$ cat src/rtl/mc_datapath_if.sv
// Memory bus between mc_datapath (master) and a memory/bus slave.
// A transfer completes on a rising clk edge where mem_req and mem_ready are
// both high; the master holds addr/we/wdata stable until then.
interface mc_datapath_if #(
    parameter int unsigned XLEN = 32
);
    logic            mem_req;
    logic            mem_we;
    logic [XLEN-1:0] mem_addr;
    logic [XLEN-1:0] mem_wdata;
    logic [XLEN-1:0] mem_rdata;
    logic            mem_ready;

    modport master (
        output mem_req,
        output mem_we,
        output mem_addr,
        output mem_wdata,
        input  mem_rdata,
        input  mem_ready
    );

    modport slave (
        input  mem_req,
        input  mem_we,
        input  mem_addr,
        input  mem_wdata,
        output mem_rdata,
        output mem_ready
    );
endinterface

$ cat src/rtl/mc_datapath.sv
// Multi-cycle MIPS-subset datapath: FETCH -> DECODE -> EXEC -> (MEM) -> (WB).
// Supports add/sub/and/or/slt (R-type), addi, lw, sw and beq; anything else
// retires as a NOP. Defining MC_DATAPATH_JMP_EN adds the j instruction.
// All outputs, including the memory request, come straight from flops so the
// request drops asynchronously with rst_n.
module mc_datapath #(
    parameter int unsigned     XLEN     = 32,
    parameter logic [XLEN-1:0] RESET_PC = {XLEN{1'b0}}
) (
    input  logic            clk,
    input  logic            rst_n,
    mc_datapath_if.master   mem,
    output logic [XLEN-1:0] pc,
    output logic [2:0]      state,
    output logic            retire
);

    typedef enum logic [2:0] {
        S_FETCH  = 3'd0,
        S_DECODE = 3'd1,
        S_EXEC   = 3'd2,
        S_MEM    = 3'd3,
        S_WB     = 3'd4
    } state_t;

    // What EXEC decides to do with the current instruction.
    typedef enum logic [2:0] {
        K_NOP = 3'd0,
        K_WB  = 3'd1,
        K_MEM = 3'd2,
        K_BEQ = 3'd3,
        K_JMP = 3'd4
    } kind_t;

    localparam logic [5:0] OP_RTYPE = 6'h00;
    localparam logic [5:0] OP_J     = 6'h02;
    localparam logic [5:0] OP_BEQ   = 6'h04;
    localparam logic [5:0] OP_ADDI  = 6'h08;
    localparam logic [5:0] OP_LW    = 6'h23;
    localparam logic [5:0] OP_SW    = 6'h2B;

    localparam logic [5:0] FN_ADD = 6'h20;
    localparam logic [5:0] FN_SUB = 6'h22;
    localparam logic [5:0] FN_AND = 6'h24;
    localparam logic [5:0] FN_OR  = 6'h25;
    localparam logic [5:0] FN_SLT = 6'h2A;

    localparam logic [XLEN-1:0] PC_STEP = {{(XLEN-3){1'b0}}, 3'b100};
    localparam logic [XLEN-1:0] ZERO_X  = {XLEN{1'b0}};
    localparam logic [XLEN-1:0] ONE_X   = {{(XLEN-1){1'b0}}, 1'b1};

    // Architectural and micro-architectural state
    state_t          state_q;
    logic [XLEN-1:0] pc_q;
    logic [31:0]     ir_q;
    logic [XLEN-1:0] a_q;
    logic [XLEN-1:0] b_q;
    logic [XLEN-1:0] aluout_q;
    logic [XLEN-1:0] mdr_q;
    logic [XLEN-1:0] rf_q [0:31];
    logic            retire_q;
    logic            mem_req_q;
    logic            mem_we_q;
    logic [XLEN-1:0] mem_addr_q;
    logic [XLEN-1:0] mem_wdata_q;

    // Instruction fields
    logic [5:0]      op_s;
    logic [4:0]      rs_s;
    logic [4:0]      rt_s;
    logic [4:0]      rd_s;
    logic [5:0]      funct_s;
    logic [XLEN-1:0] imm_sext_s;
    logic [XLEN-1:0] rs_val_s;
    logic [XLEN-1:0] rt_val_s;
    logic [XLEN-1:0] jtarget_s;
    logic [4:0]      wb_idx_s;
    logic [XLEN-1:0] wb_data_s;
    logic [XLEN-1:0] alu_s;
    kind_t           kind_s;
    logic            unused_ir_s;

    assign op_s       = ir_q[31:26];
    assign rs_s       = ir_q[25:21];
    assign rt_s       = ir_q[20:16];
    assign rd_s       = ir_q[15:11];
    assign funct_s    = ir_q[5:0];
    assign imm_sext_s = {{(XLEN-16){ir_q[15]}}, ir_q[15:0]};
    // shamt is not used by any supported instruction
    assign unused_ir_s = ^ir_q[10:6];

    // r0 is hard-wired to zero on the read side as well as never written
    assign rs_val_s = (rs_s == 5'd0) ? ZERO_X : rf_q[rs_s];
    assign rt_val_s = (rt_s == 5'd0) ? ZERO_X : rf_q[rt_s];

    // Jump target keeps the upper PC bits of the already-incremented PC
    assign jtarget_s = {pc_q[XLEN-1:28], ir_q[25:0], 2'b00};

    // R-type writes rd; addi and lw write rt; lw writes the loaded word
    assign wb_idx_s  = (op_s == OP_RTYPE) ? rd_s : rt_s;
    assign wb_data_s = (op_s == OP_LW) ? mdr_q : aluout_q;

    // EXEC-stage ALU and instruction classification
    always_comb begin
        alu_s  = ZERO_X;
        kind_s = K_NOP;
        case (op_s)
            OP_RTYPE: begin
                case (funct_s)
                    FN_ADD: begin
                        alu_s  = a_q + b_q;
                        kind_s = K_WB;
                    end
                    FN_SUB: begin
                        alu_s  = a_q - b_q;
                        kind_s = K_WB;
                    end
                    FN_AND: begin
                        alu_s  = a_q & b_q;
                        kind_s = K_WB;
                    end
                    FN_OR: begin
                        alu_s  = a_q | b_q;
                        kind_s = K_WB;
                    end
                    FN_SLT: begin
                        if ($signed(a_q) < $signed(b_q)) begin
                            alu_s = ONE_X;
                        end else begin
                            alu_s = ZERO_X;
                        end
                        kind_s = K_WB;
                    end
                    default: begin
                        alu_s  = ZERO_X;
                        kind_s = K_NOP;
                    end
                endcase
            end
            OP_ADDI: begin
                alu_s  = a_q + imm_sext_s;
                kind_s = K_WB;
            end
            OP_LW, OP_SW: begin
                alu_s  = a_q + imm_sext_s;
                kind_s = K_MEM;
            end
            OP_BEQ: begin
                alu_s  = ZERO_X;
                kind_s = K_BEQ;
            end
`ifdef MC_DATAPATH_JMP_EN
            OP_J: begin
                alu_s  = ZERO_X;
                kind_s = K_JMP;
            end
`else
            OP_J: begin
                alu_s  = ZERO_X;
                kind_s = K_NOP;
            end
`endif
            default: begin
                alu_s  = ZERO_X;
                kind_s = K_NOP;
            end
        endcase
    end

    // Main FSM: sequences the datapath, owns every register and all outputs.
    // Each transition back into FETCH raises the fetch request right away so
    // the first FETCH cycle already drives the bus.
    always_ff @(posedge clk or negedge rst_n) begin
        if (!rst_n) begin
            state_q     <= S_FETCH;
            pc_q        <= RESET_PC;
            ir_q        <= 32'd0;
            a_q         <= ZERO_X;
            b_q         <= ZERO_X;
            aluout_q    <= ZERO_X;
            mdr_q       <= ZERO_X;
            retire_q    <= 1'b0;
            mem_req_q   <= 1'b0;
            mem_we_q    <= 1'b0;
            mem_addr_q  <= ZERO_X;
            mem_wdata_q <= ZERO_X;
            for (int i = 0; i < 32; i++) begin
                rf_q[i] <= ZERO_X;
            end
        end else begin
            retire_q <= 1'b0;
            case (state_q)
                S_FETCH: begin
                    if (!mem_req_q) begin
                        // first cycle out of reset: issue the fetch
                        mem_req_q  <= 1'b1;
                        mem_we_q   <= 1'b0;
                        mem_addr_q <= pc_q;
                    end else if (mem.mem_ready) begin
                        ir_q      <= mem.mem_rdata[31:0];
                        pc_q      <= pc_q + PC_STEP;
                        mem_req_q <= 1'b0;
                        state_q   <= S_DECODE;
                    end
                end
                S_DECODE: begin
                    a_q      <= rs_val_s;
                    b_q      <= rt_val_s;
                    aluout_q <= pc_q + {imm_sext_s[XLEN-3:0], 2'b00};
                    state_q  <= S_EXEC;
                end
                S_EXEC: begin
                    case (kind_s)
                        K_WB: begin
                            aluout_q <= alu_s;
                            state_q  <= S_WB;
                        end
                        K_MEM: begin
                            aluout_q    <= alu_s;
                            mem_req_q   <= 1'b1;
                            mem_we_q    <= (op_s == OP_SW);
                            mem_addr_q  <= alu_s;
                            mem_wdata_q <= b_q;
                            state_q     <= S_MEM;
                        end
                        K_BEQ: begin
                            retire_q   <= 1'b1;
                            mem_req_q  <= 1'b1;
                            mem_we_q   <= 1'b0;
                            state_q    <= S_FETCH;
                            if (a_q == b_q) begin
                                pc_q       <= aluout_q;
                                mem_addr_q <= aluout_q;
                            end else begin
                                mem_addr_q <= pc_q;
                            end
                        end
                        K_JMP: begin
                            retire_q   <= 1'b1;
                            pc_q       <= jtarget_s;
                            mem_req_q  <= 1'b1;
                            mem_we_q   <= 1'b0;
                            mem_addr_q <= jtarget_s;
                            state_q    <= S_FETCH;
                        end
                        default: begin
                            retire_q   <= 1'b1;
                            mem_req_q  <= 1'b1;
                            mem_we_q   <= 1'b0;
                            mem_addr_q <= pc_q;
                            state_q    <= S_FETCH;
                        end
                    endcase
                end
                S_MEM: begin
                    if (mem.mem_ready) begin
                        if (mem_we_q) begin
                            // store done: straight back to fetch
                            retire_q   <= 1'b1;
                            mem_we_q   <= 1'b0;
                            mem_addr_q <= pc_q;
                            state_q    <= S_FETCH;
                        end else begin
                            mdr_q     <= mem.mem_rdata;
                            mem_req_q <= 1'b0;
                            state_q   <= S_WB;
                        end
                    end
                end
                S_WB: begin
                    if (wb_idx_s != 5'd0) begin
                        rf_q[wb_idx_s] <= wb_data_s;
                    end
                    retire_q   <= 1'b1;
                    mem_req_q  <= 1'b1;
                    mem_we_q   <= 1'b0;
                    mem_addr_q <= pc_q;
                    state_q    <= S_FETCH;
                end
                default: begin
                    mem_req_q <= 1'b0;
                    mem_we_q  <= 1'b0;
                    state_q   <= S_FETCH;
                end
            endcase
        end
    end

    assign mem.mem_req   = mem_req_q;
    assign mem.mem_we    = mem_we_q;
    assign mem.mem_addr  = mem_addr_q;
    assign mem.mem_wdata = mem_wdata_q;
    assign pc            = pc_q;
    assign state         = state_q;
    assign retire        = retire_q;

endmodule

$ cat src/flat_wrapper.sv
// flat-port wrapper written by rule: the top's interface ports become plain ports
module mc_datapath_flat 
#(
    parameter int unsigned     XLEN     = 32,
    parameter logic [XLEN-1:0] RESET_PC = {XLEN{1'b0}}
)
  (clk, rst_n, pc, state, retire, mem_mem_req, mem_mem_we, mem_mem_addr, mem_mem_wdata, mem_mem_rdata, mem_mem_ready);
  mc_datapath_if #(.XLEN(XLEN)) mem_i ();
  input  logic clk;
  input  logic rst_n;
  output logic [XLEN-1:0] pc;
  output logic [2:0] state;
  output logic retire;
  output wire logic [$bits(mem_i.mem_req)-1:0] mem_mem_req;
  output wire logic [$bits(mem_i.mem_we)-1:0] mem_mem_we;
  output wire logic [$bits(mem_i.mem_addr)-1:0] mem_mem_addr;
  output wire logic [$bits(mem_i.mem_wdata)-1:0] mem_mem_wdata;
  input wire logic [$bits(mem_i.mem_rdata)-1:0] mem_mem_rdata;
  input wire logic [$bits(mem_i.mem_ready)-1:0] mem_mem_ready;
  assign mem_mem_req = mem_i.mem_req;
  assign mem_mem_we = mem_i.mem_we;
  assign mem_mem_addr = mem_i.mem_addr;
  assign mem_mem_wdata = mem_i.mem_wdata;
  assign mem_i.mem_rdata = mem_mem_rdata;
  assign mem_i.mem_ready = mem_mem_ready;
  mc_datapath #(.XLEN(XLEN), .RESET_PC(RESET_PC)) u_core (.clk(clk), .rst_n(rst_n), .mem(mem_i), .pc(pc), .state(state), .retire(retire));
endmodule
$ cat config.mk
export PLATFORM = sky130hd
export DESIGN_NAME = mc_datapath_flat
export DESIGN_NICKNAME = d
export VERILOG_FILES = /design/src/rtl/mc_datapath_if.sv /design/src/rtl/mc_datapath.sv /design/src/flat_wrapper.sv
export SDC_FILE = /design/constraint.sdc
export NUM_CORES = 2
export LEC_CHECK = 0
export BUFFER_PORTS_ARGS = -buffer_cell sky130_fd_sc_hd__buf_2
export CAP_MARGIN = 20
export CORE_MARGIN = 10
export CORE_UTILIZATION = 30
export CTS_BUF_LIST = sky130_fd_sc_hd__clkbuf_2
export DETAILED_ROUTE_END_ITERATION = 16
export SYNTH_ARGS = -nofsm -noshare
export SYNTH_HDL_FRONTEND = slang
export SYNTH_SLANG_ARGS = --single-unit
export TNS_END_PERCENT = 50
$ cat constraint.sdc
create_clock -name clk -period 3.7 [get_ports clk]
set_input_delay 0.74 -clock clk [delete_from_list [all_inputs] [get_ports clk]]
set_output_delay 0.74 -clock clk [all_outputs]
set_load 0.1 [all_outputs]
Yosys cells after proc, flatten, opt, wreduce, memory -nomap -nowiden
Index checks and enable logic that the tools add are counted.
{"block": "classes", "n_reduce_logical": 24, "add_sub_neg": 5, "order_cmp": 5, "eq_ne": 29, "mux": 50, "n_bitwise": 7}
{"op": "1024-bit bitwise mux", "n": 1}
{"op": "32-bit 2-to-1 mux", "n": 15}
{"op": "32-bit binary-select mux with 5-bit select", "n": 2}
{"op": "32-bit case mux with 2 select lines", "n": 4}
{"op": "32-bit case mux with 4 select lines", "n": 2}
{"op": "32-bit demux with 5-bit select", "n": 1}
{"op": "32-bit case mux with 5 select lines", "n": 1}
{"op": "32-bit adder", "n": 3}
{"op": "6-bit equality test, second input constant", "n": 7}
{"op": "32-bit by 3-bit adder with 32-bit output, second input constant", "n": 1}
{"op": "32-bit bitwise AND", "n": 1}
{"op": "32-bit equality test", "n": 1}
{"op": "32-bit less-than comparator", "n": 1}
{"op": "32-bit bitwise OR", "n": 1}
{"op": "32-bit subtractor", "n": 1}
{"op": "6-bit >= comparator, second input constant", "n": 3}
{"op": "5-bit NOT with 6-bit output", "n": 3}
{"op": "2-bit inequality test, second input constant", "n": 7}
{"op": "1-bit 2-to-1 mux", "n": 12}
{"op": "3-bit 2-to-1 mux", "n": 4}
{"op": "3-bit case mux with 4 select lines", "n": 1}
{"op": "4-bit AND reduction", "n": 3}
{"op": "5-bit logical NOT", "n": 2}
{"op": "5-bit AND reduction", "n": 2}
{"op": "other kinds (30)", "n": 41}
{"block": "word_totals", "word_cells": 165, "inputBits": 35, "output_inout_bits": 102, "ff_bits": 1286}

Logic depth before layout (Yosys ltp)
{"block": "depth", "depth_word": 8, "mapped_depth": 14, "depth_no_buf": 13}

Least setup slack after synthesis
Ideal clock, no wire load.
{"block": "synth_timing", "kind": "flip-flop to flip-flop", "startpoint": "register u_core.pc_q[11] (netlist: u_core.pc[11])", "endpoint": "register u_core.aluout_q[30]", "arrival_time_ns": 3.449, "setup_time_ns": 0.128, "synth_period_minus_slack_ns": 3.577, "t_required_ns": 3.572, "path_slack_ns": 0.123, "path_buffers": 0, "path_stages_with_launch": 12, "path_cell_list": "dfrtp_1 ha_1 a21o_1 a21o_1 a221oi_1 a21oi_1 a31o_1 a221o_1 a31oi_1 nor3_1 a311oi_1 nor3_1"}
{"block": "synth_via", "elab_chain_cells": 2}
{"element": "start, declared", "line": "mc_datapath.sv:54", "source": "logic [XLEN-1:0] pc_q;"}
{"element": "start signal, assigned", "line": "mc_datapath.sv:201", "source": "pc_q <= pc_q + PC_STEP;"}
{"element": "start signal, assigned", "line": "mc_datapath.sv:232", "source": "pc_q <= aluout_q;"}
{"element": "start signal, assigned", "line": "mc_datapath.sv:240", "source": "pc_q <= jtarget_s;"}
{"element": "32-bit adder", "line": "mc_datapath.sv:209", "source": "aluout_q <= pc_q + {imm_sext_s[XLEN-3:0], 2'b00};"}
{"element": "32-bit case mux with 2 select lines", "line": "mc_datapath.sv:192", "source": "case (state_q)"}
{"element": "end signal, assigned", "line": "mc_datapath.sv:209"}
{"element": "end signal, assigned", "line": "mc_datapath.sv:215", "source": "aluout_q <= alu_s;"}
{"element": "end signal, assigned", "line": "mc_datapath.sv:219", "source": "aluout_q <= alu_s;"}
{"element": "end, declared", "line": "mc_datapath.sv:58", "source": "logic [XLEN-1:0] aluout_q;"}
Every way passes these cells.
A chain may end at the register's enable or synchronous reset.

Worst setup path in the final report
{"block": "layout_timing", "startpoint": "register u_core.ir_q[15]", "endpoint": "register u_core.aluout_q[30]"}
{"block": "layout_via", "elab_chain_cells": 4, "elab_cells_between_ends": 5, "classes_between": "add/sub (2); mux (3)"}
{"element": "start, declared", "line": "mc_datapath.sv:55", "source": "logic [31:0] ir_q;"}
{"element": "start signal, assigned", "line": "mc_datapath.sv:200", "source": "ir_q <= mem.mem_rdata[31:0];"}
{"element": "32-bit adder", "line": "mc_datapath.sv:141, mc_datapath.sv:145"}
{"element": "32-bit case mux with 2 select lines", "line": "mc_datapath.sv:107", "source": "case (op_s)"}
{"element": "32-bit 2-to-1 mux", "line": "mc_datapath.sv:213", "source": "case (kind_s)"}
{"element": "32-bit case mux with 2 select lines *", "line": "mc_datapath.sv:192"}
Every way passes the cells marked *; elsewhere a longest branch is shown, timed or not. The select of a mux whose other input is x is not followed.

==> Implementation_results.wiki <==
{| class="wikitable"
! Metric !! Value
|-
| Drt first-iter violations || 6,748
|-
| Number of unique standard cell types used by synthesis || 93
|-
| Initial cell density of the core || 30.2%
|-
| Chip Height || 509 µm
|-
| Clock tree from TritonCTS || done
|-
| Final layout net count || 7,695
|-
| Htree depth || 5
|-
| Post-route total power || 67.8 mW
|-
| Critical path class || register to register
|-
| Post-Layout Inst Area || 82,700 µm²
|-
| Initial antenna violation count || 6
|-
| Die outline area || 259,000 µm²
|-
| Most repeated cell in the gate-level netlist after synthesis || sky130_fd_sc_hd__dfrtp_1
|-
| IR drop worst, VDD || 0.427 mV
|-
| Post-Route Utilization || 34.7%
|-
| Netlist Area Pre-Place || 71,800 µm²
|-
| Sequential power share || 30.3%
|-
| Share of total power in the clock network || 14.7%
|-
| Worst hold-check slack || 253 ps
|-
| Via count of the first global-routing pass || 61,100
|-
| Pwr/cell area || 820 nW/µm²
|-
| FFs w/ async S/R, synth || 100%
|-
| Share of total power in combinational logic || 55.0%
|-
| Insertion delay of the later-clocked pin in the worst-skew pair || 1890 ps
|-
| Share of the clock period used by the worst path after layout || 96.4%
|-
| Flop and latch count out of synthesis || 1,286
|-
| Kind of launch point of the worst setup path || register
|-
| M1 GR Usage || 26.1%
|-
| Post-detailed-route DRC marker count || 0
|-
| Post-synth net total || 7,330
|-
| Filler-free cell count of the finished design || 10,900
|-
| Pre-antenna DRT Iters || 6
|-
| Critical path fanouts, max || 16
|-
| Met3 track demand over resource in global routing || 4.04%
|-
| Number of enable-type register cells in the synthesized netlist || 0
|-
| Cell count after synthesis || 7,122
|-
| Layout cells sized above 1 || 22.9%
|-
| Post-route ant nets || 0
|-
| Hpwl dp || 175,000 µm
|-
| Chip Width || 509 µm
|-
| Total GRT Usage || 20.0%
|-
| Slack of the critical path || 134 ps
|-
| Sw Share || 48.6%
|-
| Post-DR vias/cell || 5.62
|-
| Count of max-cap constraint violations || 0
|-
| Post-placement setup slack || -109 ps
|-
| TritonCTS Buffers || 350
|-
| Area share of the leading cell type in the synthesized netlist || 44.8%
|-
| Transition time at the pin with the least slew margin || 1270 ps
|-
| Routed wire per std cell || 24.5 µm
|-
| Final hold viol count || 0
|-
| Number of primary I/O pins || 137
|-
| Layout overhead on the synthesized area || 15.2%
|-
| Setup Skew || 217 ps
|-
| Number of buffers added on ports || 136
|-
| Vias after detailed routing || 61,200
|-
| Run status || finished clean
|-
| Req. time, crit path || 5400 ps
|-
| Headroom to the max-slew limit || 15.2%
|-
| Crit path arrival time || 5270 ps
|-
| Num Clock Sinks || 1,286
|-
| Pin count of the biggest net entering global routing || 137
|-
| Number of fill cells in the layout || 24,000
|-
| Number of warning messages in the yosys log || 0
|-
| Net Switching || 32.9 mW
|-
| Number of buffers on the longest clock path || 4
|-
| Routability cong. || 0.951
|-
| Core region area || 238,000 µm²
|-
| Final number of max-transition violations || 0
|-
| Mean instance size in the synthesized netlist || 10.1 µm²
|-
| Global-route wire length before repair || 398,000 µm
|-
| Static Leak || 36.1 nW
|-
| Standard-cell row count || 179
|-
| Sort of element at the end of the critical path || register
|-
| Internal Dissipation || 34.9 mW
|-
| Top area cells in the synthesized netlist || sky130_fd_sc_hd__dfrtp_1, sky130_fd_sc_hd__mux4_2, sky130_fd_sc_hd__a21oi_1
|-
| Clock root buffer || sky130_fd_sc_hd__clkbuf_2
|-
| Gr ovfl total || 0
|-
| Post-route setup TNS || 0 ps
|-
| Number of placed instances with taps included || 10,200
|-
| Post-detailed-placement cell area || 78,800 µm²
|-
| Setup repair after global routing missed its margin || true
|-
| Period minus WS final || 3570 ps
|-
| Synth area leader || sky130_fd_sc_hd__dfrtp_1
|-
| Kind of path behind the tightest hold check || primary input to register
|-
| Final setup vio count || 0
|-
| Synth top cells by count || sky130_fd_sc_hd__dfrtp_1, sky130_fd_sc_hd__a21oi_1, sky130_fd_sc_hd__nand2_1
|-
| GR Util met2 || 32.3%
|-
| F_max || 0.280 GHz
|-
| DRT Wirelength || 267,000 µm
|-
| Clock slew at the register clock pins of the worst setup and hold paths || 110 ps
|-
| Gr busiest metal || met2
|-
| Sequential element share of the synthesized area || 44.8%
|-
| Dominant synthesized flop cell || sky130_fd_sc_hd__dfrtp_1
|}
[power by group through the flow]
| stage | sequential (mW) | clock [mW] | combinational (mW) |
|---|---|---|---|
| 4_1_cts | 20.4 | 10.2 | 36.6 |
| 3_5_place_dp | 20.7 | 0 | 36.3 |
| 2_1_floorplan | 21.4 | 0 | 21.8 |
| 3_3_place_gp | 20.5 | 0 | 36.1 |
| 5_1_grt | 20.9 | 11.0 | 39.7 |
| 6_report | 20.6 | 9.93 | 37.3 |
[worst paths after layout]
| path | slack (ps) | start | depth (start not counted) | to |
|---|---|---|---|---|
| max reg2reg | 130 | u_core.ir_q[15] | 12 | u_core.aluout_q[30] |
| min in group asynchronous | 570 | rst_n | 5 | u_core.mem.mem_addr[22] |
| min | 250 | mem_mem_ready | 7 | u_core.pc[26] |
| max in group asynchronous | 1780 | rst_n | 6 | u_core.rf_q[758] |
| max | 130 | u_core.ir_q[15] | 12 | u_core.aluout_q[30] |
| min reg2reg | 410 | u_core.rf_q[1003] | 0 | u_core.rf_q[1003] |
[placed cells by master (no fill, tap or decap), types with 120 or more instances in the layout]
master	Yosys	layout
sky130_fd_sc_hd__a21oi_1	868	867
sky130_fd_sc_hd__buf_4	0	393
sky130_fd_sc_hd__clkbuf_2	0	485
sky130_fd_sc_hd__dfrtp_1	1286	1272
sky130_fd_sc_hd__ha_1	169	169
sky130_fd_sc_hd__inv_1	120	120
sky130_fd_sc_hd__mux2i_1	275	243
sky130_fd_sc_hd__mux4_2	451	451
sky130_fd_sc_hd__nand2_1	785	768
sky130_fd_sc_hd__nor2_1	737	730
sky130_fd_sc_hd__o21ai_0	722	722
sky130_fd_sc_hd__o22ai_1	169	168
[per-layer routing]
layer | vias to the layer above | share of wire [%]
met2 | 3089 | 46
met4 | 0 | 4.4
li1 | 26900 | -
met1 | 30600 | 41
met3 | 703 | 8.8
met5 | - | 0
[sequential cells by signal, indices dropped and copies added, names as in the netlist, 3 cells and up]
name	count
u_core.state	3
u_core.rf_q	1024
u_core.a_q	32
u_core.mem.mem_addr	32
u_core.b_q	32
u_core.pc	32
u_core.ir_q	32
u_core.mem.mem_wdata	32
u_core.aluout_q	32
u_core.mdr_q	32
[cells by family (layout without fill, tap and decap cells)]
kind of cell	Yosys count	count (layout)	synth area share, %
AOI/OAI and AO/OA	2170	2170	17.2
and+or+nand+nor	1831	1831	10.5
DFF	1286	1286	44.8
muxes	825	825	19.5
buffers and inverters	767	1366	4.07
adders and majority gates	173	173	3.06
xor gates and xnor gates	70	70	0.854
other	0	6	0
[critical path: stages, from the launching register on]
cell and delay [ps]:
sky130_fd_sc_hd__dfrtp_2 500, sky130_fd_sc_hd__buf_4 230, sky130_fd_sc_hd__ha_1 350, sky130_fd_sc_hd__o21a_1 250
sky130_fd_sc_hd__a221oi_1 360, sky130_fd_sc_hd__o21ai_1 160, sky130_fd_sc_hd__a21o_1 200, sky130_fd_sc_hd__a31o_1 200
sky130_fd_sc_hd__a221o_1 380, sky130_fd_sc_hd__a31oi_2 300, sky130_fd_sc_hd__nor3_1 100, sky130_fd_sc_hd__a311oi_2 290
sky130_fd_sc_hd__nor3_1 80
[cell type report]
type | instances | area, µm² | share of cell area (%)
multi-input combinational | 5069 | 37200 | 45.0
clock inverter | 101 | 482 | 0.582
timing repair buffer | 657 | 5940 | 7.18
sequential | 1286 | 32200 | 39.0
antenna | 6 | 15.0 | 0.0182
clock buffer | 485 | 2430 | 2.93
inverter | 123 | 462 | 0.558
tap | 3167 | 3960 | 4.79
[timing repair]
item | in CTS | in global routing
endpoints found under the setup margin | 33 | 18
pin swaps | 2 | 9
hold buffers | 75 | 0
buffers inserted | 0 | 4
gates resized for setup | 36 | 13
hold endpoints to repair | 1407 | 0
Note: power is estimated with default switching activity, not from simulation.
